==> config.mk <==
export PLATFORM = sky130hd
export DESIGN_NAME = axi_lite_reg_master
export DESIGN_NICKNAME = d
export VERILOG_FILES = /design/src/rtl/axi_lite_reg_master.sv
export SDC_FILE = /design/constraint.sdc
export NUM_CORES = 1
export LEC_CHECK = 0
export ABC_CLOCK_PERIOD_IN_PS = 3100
export BUFFER_PORTS_ARGS = -buffer_cell sky130_fd_sc_hd__buf_2
export CAP_MARGIN = 20
export CORE_ASPECT_RATIO = 0.9
export CORE_MARGIN = 4
export CORE_UTILIZATION = 35
export DETAILED_ROUTE_END_ITERATION = 10
export HOLD_SLACK_MARGIN = 0.1
export PLACE_DENSITY = 0.73
export SLEW_MARGIN = 0
export SYNTH_ARGS = -nofsm -noshare
export SYNTH_HDL_FRONTEND = slang
export SYNTH_SLANG_ARGS = --single-unit
==> constraint.sdc <==
create_clock -name M_AXI_ACLK -period 3.1 [get_ports M_AXI_ACLK]
set_clock_uncertainty 0.2 [all_clocks]
set_input_delay 0.155 -clock M_AXI_ACLK [delete_from_list [all_inputs] [get_ports M_AXI_ACLK]]
set_output_delay 0.155 -clock M_AXI_ACLK [all_outputs]
set_load 0.03 [all_outputs]
==> src/rtl/axi_lite_reg_master.sv <==
// axi_lite_reg_master
// Single-outstanding AXI4-Lite master. A command (write or read) is accepted
// on the CMD_* valid/ready port, executed as one AXI4-Lite transfer, and the
// result is presented on the RSP_* valid/ready port. A cycle counter aborts
// the transfer if the slave does not finish within C_TIMEOUT cycles.
//
// Ports:
//   M_AXI_ACLK, M_AXI_ARESET      clock, asynchronous active-high reset
//   CMD_VALID/READY/WRITE/ADDR/WDATA   command request port
//   RSP_VALID/READY/RDATA/RESP/TIMEOUT response port
//   BUSY                          high whenever the FSM is not IDLE
//   M_AXI_AW*/W*/B*/AR*/R*        AXI4-Lite master channels
module axi_lite_reg_master #(
    parameter int C_M_AXI_ADDR_WIDTH = 32,
    parameter int C_M_AXI_DATA_WIDTH = 32,
    parameter int C_TIMEOUT          = 16
) (
    input  logic                              M_AXI_ACLK,
    input  logic                              M_AXI_ARESET,
    input  logic                              CMD_VALID,
    output logic                              CMD_READY,
    input  logic                              CMD_WRITE,
    input  logic [C_M_AXI_ADDR_WIDTH-1:0]     CMD_ADDR,
    input  logic [C_M_AXI_DATA_WIDTH-1:0]     CMD_WDATA,
    output logic                              RSP_VALID,
    input  logic                              RSP_READY,
    output logic [C_M_AXI_DATA_WIDTH-1:0]     RSP_RDATA,
    output logic [1:0]                        RSP_RESP,
    output logic                              RSP_TIMEOUT,
    output logic                              BUSY,
    output logic [C_M_AXI_ADDR_WIDTH-1:0]     M_AXI_AWADDR,
    output logic                              M_AXI_AWVALID,
    input  logic                              M_AXI_AWREADY,
    output logic [C_M_AXI_DATA_WIDTH-1:0]     M_AXI_WDATA,
    output logic [C_M_AXI_DATA_WIDTH/8-1:0]   M_AXI_WSTRB,
    output logic                              M_AXI_WVALID,
    input  logic                              M_AXI_WREADY,
    input  logic [1:0]                        M_AXI_BRESP,
    input  logic                              M_AXI_BVALID,
    output logic                              M_AXI_BREADY,
    output logic [C_M_AXI_ADDR_WIDTH-1:0]     M_AXI_ARADDR,
    output logic                              M_AXI_ARVALID,
    input  logic                              M_AXI_ARREADY,
    input  logic [C_M_AXI_DATA_WIDTH-1:0]     M_AXI_RDATA,
    input  logic [1:0]                        M_AXI_RRESP,
    input  logic                              M_AXI_RVALID,
    output logic                              M_AXI_RREADY
);

    localparam logic [2:0] S_IDLE    = 3'd0;
    localparam logic [2:0] S_WR_REQ  = 3'd1;
    localparam logic [2:0] S_WR_RESP = 3'd2;
    localparam logic [2:0] S_RD_REQ  = 3'd3;
    localparam logic [2:0] S_RD_RESP = 3'd4;
    localparam logic [2:0] S_RESP    = 3'd5;

    localparam int              TW   = $clog2(C_TIMEOUT + 1);
    localparam logic [TW-1:0]   TMAX = TW'(C_TIMEOUT);

    logic [2:0]                    state_q, state_d;
    logic [C_M_AXI_ADDR_WIDTH-1:0] addr_q, addr_d;
    logic [C_M_AXI_DATA_WIDTH-1:0] wdata_q, wdata_d;
    logic                          aw_pend_q, aw_pend_d;
    logic                          w_pend_q, w_pend_d;
    logic [TW-1:0]                 timer_q, timer_d;
    logic [C_M_AXI_DATA_WIDTH-1:0] rdata_q, rdata_d;
    logic [1:0]                    resp_q, resp_d;
    logic                          to_q, to_d;
    logic                          abort;
    logic                          timeout_hit;

    assign timeout_hit = (timer_q == TMAX);

    always_comb begin
        state_d   = state_q;
        addr_d    = addr_q;
        wdata_d   = wdata_q;
        aw_pend_d = aw_pend_q;
        w_pend_d  = w_pend_q;
        timer_d   = timer_q;
        rdata_d   = rdata_q;
        resp_d    = resp_q;
        to_d      = to_q;
        abort     = 1'b0;

        case (state_q)
            S_IDLE: begin
                if (CMD_VALID) begin
                    addr_d  = CMD_ADDR;
                    wdata_d = CMD_WDATA;
                    timer_d = '0;
                    if (CMD_WRITE) begin
                        aw_pend_d = 1'b1;
                        w_pend_d  = 1'b1;
                        state_d   = S_WR_REQ;
                    end else begin
                        state_d   = S_RD_REQ;
                    end
                end
            end
            S_WR_REQ: begin
                timer_d   = timer_q + TW'(1);
                // Each channel retires independently on its own handshake.
                aw_pend_d = aw_pend_q & ~M_AXI_AWREADY;
                w_pend_d  = w_pend_q & ~M_AXI_WREADY;
                if (timeout_hit) begin
                    abort = 1'b1;
                end else if (!aw_pend_d && !w_pend_d) begin
                    state_d = S_WR_RESP;
                end
            end
            S_WR_RESP: begin
                timer_d = timer_q + TW'(1);
                // A B beat on the timeout cycle wins over the abort.
                if (M_AXI_BVALID) begin
                    resp_d  = M_AXI_BRESP;
                    rdata_d = '0;
                    to_d    = 1'b0;
                    state_d = S_RESP;
                end else if (timeout_hit) begin
                    abort = 1'b1;
                end
            end
            S_RD_REQ: begin
                timer_d = timer_q + TW'(1);
                if (timeout_hit) begin
                    abort = 1'b1;
                end else if (M_AXI_ARREADY) begin
                    state_d = S_RD_RESP;
                end
            end
            S_RD_RESP: begin
                timer_d = timer_q + TW'(1);
                if (M_AXI_RVALID) begin
                    resp_d  = M_AXI_RRESP;
                    rdata_d = M_AXI_RDATA;
                    to_d    = 1'b0;
                    state_d = S_RESP;
                end else if (timeout_hit) begin
                    abort = 1'b1;
                end
            end
            S_RESP: begin
                if (RSP_READY) begin
                    state_d = S_IDLE;
                end
            end
            default: begin
                state_d = S_IDLE;
            end
        endcase

        // Hung-slave abort: drop every pending AXI request and report SLVERR.
        if (abort) begin
            aw_pend_d = 1'b0;
            w_pend_d  = 1'b0;
            resp_d    = 2'b10;
            rdata_d   = '0;
            to_d      = 1'b1;
            state_d   = S_RESP;
        end
    end

    always_ff @(posedge M_AXI_ACLK or posedge M_AXI_ARESET) begin
        if (M_AXI_ARESET) begin
            state_q   <= S_IDLE;
            addr_q    <= '0;
            wdata_q   <= '0;
            aw_pend_q <= 1'b0;
            w_pend_q  <= 1'b0;
            timer_q   <= '0;
            rdata_q   <= '0;
            resp_q    <= 2'b00;
            to_q      <= 1'b0;
        end else begin
            state_q   <= state_d;
            addr_q    <= addr_d;
            wdata_q   <= wdata_d;
            aw_pend_q <= aw_pend_d;
            w_pend_q  <= w_pend_d;
            timer_q   <= timer_d;
            rdata_q   <= rdata_d;
            resp_q    <= resp_d;
            to_q      <= to_d;
        end
    end

    // Every AXI output comes from registered state only.
    assign CMD_READY     = (state_q == S_IDLE);
    assign BUSY          = (state_q != S_IDLE);
    assign RSP_VALID     = (state_q == S_RESP);
    assign RSP_RDATA     = rdata_q;
    assign RSP_RESP      = resp_q;
    assign RSP_TIMEOUT   = to_q;
    assign M_AXI_AWADDR  = addr_q;
    assign M_AXI_AWVALID = aw_pend_q;
    assign M_AXI_WDATA   = wdata_q;
    assign M_AXI_WSTRB   = '1;
    assign M_AXI_WVALID  = w_pend_q;
    assign M_AXI_BREADY  = (state_q == S_WR_RESP);
    assign M_AXI_ARADDR  = addr_q;
    assign M_AXI_ARVALID = (state_q == S_RD_REQ);
    assign M_AXI_RREADY  = (state_q == S_RD_RESP);

endmodule

==> flow_summary_export.csv <==
group,metric,value,unit
status,outcome,"finished clean",
clock_tree,worst_skew_pair.late_latency,0.34,ns
global_routing,number_of_antenna_violations_at_the_first_check_in_global_routing,1,
worst_setup_path,worstSetupStartpointType,"flop",
worst_setup_path,critical_path_required,3.14,ns
synthesis,yosys-top-cells-area,"sky130_fd_sc_hd__dfrtp_1, sky130_fd_sc_hd__mux2_2, sky130_fd_sc_hd__buf_4",
drt,dr_total_vias,4093,
drt,drtAntennaViolNets,0,
clock_tree,clock_sinks,109,
finish,design.final.nets,817,
timing,clock.fmax,0.345,GHz
global_routing,grt_remaining_overflow,0,
synthesis,count_of_unique_library_cells_instantiated_by_yosys,40,
clock_tree,post_cts_buffers,0,
drt,remaining_drc_errors,0,
worst_setup_path,end_kind,"flop",
timing,max_slew.worst_pin.slew,1.08,ns
placement,gpl.final_weighted_congestion,0.766,
synthesis,synthesis.area,0.00480,mm²
worst_setup_path,worst-setup-path-type,"flop to flop",
drt,vias_per_cell,4.66,
clock_tree,cts_max_level,3,
global_routing,grt_pass1_vias,4448,
pwr,power.leakage,3.67,nW
drt,drt_iter0_drc,205,
pwr,cellPowerDensity,1130,mW/mm²
timing,final.min_clock_period,2.90,ns
floorplan,std_cell_rows,40,
floorplan,die_width,131,µm
synthesis,synth-warning-count,0,
worst_setup_path,worst-endpoint-arrival,2.94,ns
synthesis,synth_top_cell_area_share,56.9,%
timing,max-slew-margin-rel,28.0,%
clock_tree,clock_path_buffers,2,
floorplan,start_util,35.9,%
drt,drt_wl_total,14000,µm
worst_setup_path,critPathMaxFanout,18,
timing,grt_setup_unrepaired,"no",
synthesis,yosysSeqAreaShare,56.9,%
clock_tree,clockRootBuffer,"sky130_fd_sc_hd__clkbuf_16",
drt,drt-pass1-iter-count,5,
clock_tree,tritoncts.num_buffers,9,
placement,io_buffers,248,
finish,syn2layout_area_growth,54.0,%
clock_tree,tritoncts,"built",
clock_tree,post_cts_resize_count,0,
clock_tree,cts.clk_slew.worst_paths,0.07,ns
timing,timing.final.crit_share,93.6,%
floorplan,dieArea,0.0156,mm²
floorplan,die_y,119,µm
worst_hold_path,timing.hold.worst.class,"input pin to flop",
timing,slew_violations,0,
finish,most_common_cell_after_layout_fill_and_taps_aside,"sky130_fd_sc_hd__buf_2",
floorplan,core_region_area,0.0134,mm²
pwr,ir_drop,0.000497,V
drt,wl_per_cell,15.9,µm
placement,dp_hpwl,9010,µm
global_routing,total_routing_usage_gr,18.1,%
pwr,power.total,8.37,mW
timing,finalSetupViolations,0,
synthesis,synthDominantAreaCellType,"sky130_fd_sc_hd__dfrtp_1",
timing,hold_violations,0,
synthesis,ys_seq_elements,109,
finish,layout.cells.most_common_list,"sky130_fd_sc_hd__buf_2, sky130_fd_sc_hd__dfrtp_1, sky130_fd_sc_hd__dlygate4sd3_1, sky130_fd_sc_hd__mux2_2, sky130_fd_sc_hd__nor2_1",
global_routing,grt_pass1_wl,22800,µm
global_routing,grt_max_degree,46,
finish,post_route_cells_drive_above_1_share,50.3,%
worst_setup_path,worst-r2r-setup-slack,0.20,ns
synthesis,netlist_instances,377,
run,maxCapViolCount,0,
floorplan,io_pins,253,
timing,setup_total_negative_slack,0,ns
synthesis,synth_area_per_inst,12.7,µm²
-- critical path, cell delays in order (launching register included) --
cell and delay [ns]:
sky130_fd_sc_hd__dfrtp_1 0.59, sky130_fd_sc_hd__or4b_1 0.57, sky130_fd_sc_hd__o31ai_2 0.16, sky130_fd_sc_hd__o21bai_4 0.35
sky130_fd_sc_hd__a21oi_1 0.08, sky130_fd_sc_hd__dlygate4sd3_1 0.58, sky130_fd_sc_hd__a211o_1 0.27
-- routing by layer --
| layer | up-vias | share of wire [%] | GRT usage, % |
|---|---|---|---|
| li1 | 1922 | - | - |
| met1 | 1952 | 38 | 19.6 |
| met2 | 185 | 52 | 32.5 |
| met3 | 34 | 7.1 | 6.04 |
| met4 | 0 | 3.0 | 7.22 |
| met5 | - | 0 | 0 |
-- state kept, by name, indices dropped and copies added (netlist names) --
register	flops
M_AXI_ARADDR	32
M_AXI_AWVALID	1
M_AXI_WDATA	32
M_AXI_WVALID	1
RSP_RDATA	32
RSP_RESP	2
RSP_TIMEOUT	1
state_q	3
timer_q	5
-- logic make-up (layout without fill, tap and decap cells) --
family | after synthesis | after routing | synth area share (%)
AOI/OAI and AO/OA | 55 | 56 | 9.39
DFF | 109 | 109 | 56.9
and+or+nand+nor | 77 | 77 | 8.03
adders and majority gates | 2 | 2 | 0.522
xor gates and xnor gates | 3 | 3 | 0.548
muxes | 66 | 66 | 15.5
buffers and inverters | 64 | 393 | 9.10
other | 1 | 5 | 0.0782
-- final cells by class --
type / count / area [µm²]
Fill cell: 1094 / 5970
Sequential cell: 109 / 2730
Timing Repair Buffer: 370 / 2470
Multi-Input combinational cell: 208 / 1670
Clock buffer: 11 / 233
Tap cell: 168 / 210
Clock inverter: 5 / 36.3
Inverter: 7 / 30.0
Antenna cell: 1 / 2.50
-- path summary, 6_finish.rpt --
check / startpoint / end / cells after the start
max: state_q[2]$_DFFE_PP0P_ / RSP_RESP[1]$_DFFE_PP0P_ / 6
min: CMD_VALID / timer_q[4]$_DFFE_PP0P_ / 4
max reg2reg: state_q[2]$_DFFE_PP0P_ / RSP_RESP[1]$_DFFE_PP0P_ / 6
min reg2reg: M_AXI_WDATA[29]$_DFFE_PP0P_ / M_AXI_WDATA[29]$_DFFE_PP0P_ / 1
max in group asynchronous: M_AXI_ARESET / RSP_RDATA[23]$_DFFE_PP0P_ / 5
min in group asynchronous: M_AXI_ARESET / RSP_RDATA[2]$_DFFE_PP0P_ / 3
-- cells in the mapped netlist --
library cell	instances
sky130_fd_sc_hd__clkbuf_1	2
sky130_fd_sc_hd__buf_8	1
sky130_fd_sc_hd__a21boi_1	2
sky130_fd_sc_hd__nand3_1	2
sky130_fd_sc_hd__inv_1	7
sky130_fd_sc_hd__mux2_2	53
sky130_fd_sc_hd__a22oi_1	23
sky130_fd_sc_hd__buf_2	10
sky130_fd_sc_hd__buf_4	42
sky130_fd_sc_hd__a22oi_2	9
sky130_fd_sc_hd__or2_2	1
sky130_fd_sc_hd__nand4_1	3
sky130_fd_sc_hd__o211ai_1	1
sky130_fd_sc_hd__a211o_1	2
sky130_fd_sc_hd__a21oi_1	6
sky130_fd_sc_hd__or3_1	1
sky130_fd_sc_hd__nand4bb_2	1
sky130_fd_sc_hd__nor2_1	36
sky130_fd_sc_hd__or4b_1	1
sky130_fd_sc_hd__dfrtp_1	109
sky130_fd_sc_hd__nand2b_1	2
sky130_fd_sc_hd__o32a_1	1
sky130_fd_sc_hd__nor3_1	2
sky130_fd_sc_hd__nand2_1	10
sky130_fd_sc_hd__nor2_2	10
sky130_fd_sc_hd__a21o_1	2
sky130_fd_sc_hd__nor2b_1	5
sky130_fd_sc_hd__nand4bb_1	1
sky130_fd_sc_hd__o31ai_2	1
sky130_fd_sc_hd__mux2i_1	1
sky130_fd_sc_hd__o21bai_4	1
sky130_fd_sc_hd__mux2_1	12
sky130_fd_sc_hd__o21ai_0	6
sky130_fd_sc_hd__nor3b_1	1
sky130_fd_sc_hd__conb_1	1
sky130_fd_sc_hd__ha_1	2
sky130_fd_sc_hd__xor2_1	3
sky130_fd_sc_hd__o32ai_1	1
sky130_fd_sc_hd__nor4bb_1	1
sky130_fd_sc_hd__buf_6	2
-- metrics by stage --
step                      worst slack (ns)  util, %  cell area, µm²  hold slack, ns  std cells
after floorplan                       1.05        -            4810          0.0897        380
after global placement               0.667     45.0            6010           0.173        753
after detailed placement             0.561     45.0            6010           0.184        753
after CTS                           0.0591     55.0            7350           0.123        876
after global routing                0.0559     55.3            7390           0.186        879
final                                0.199     55.3            7390           0.135        879
-- power by group --
| part | leakage (nW) | internal [mW] | switching (mW) |
|---|---|---|---|
| clock network | 0.122 | 0.547 | 0.506 |
| registers | 1.33 | 2.12 | 0.470 |
| logic | 2.22 | 1.64 | 3.09 |
-- what timing repair did --
| item | CTS | global route |
|---|---|---|
| endpoints found under the setup margin | 0 | 1 |
| endpoints found under the hold margin | 143 | 0 |
| hold buffers | 107 | 0 |
(Power assumes the default switching activity.)
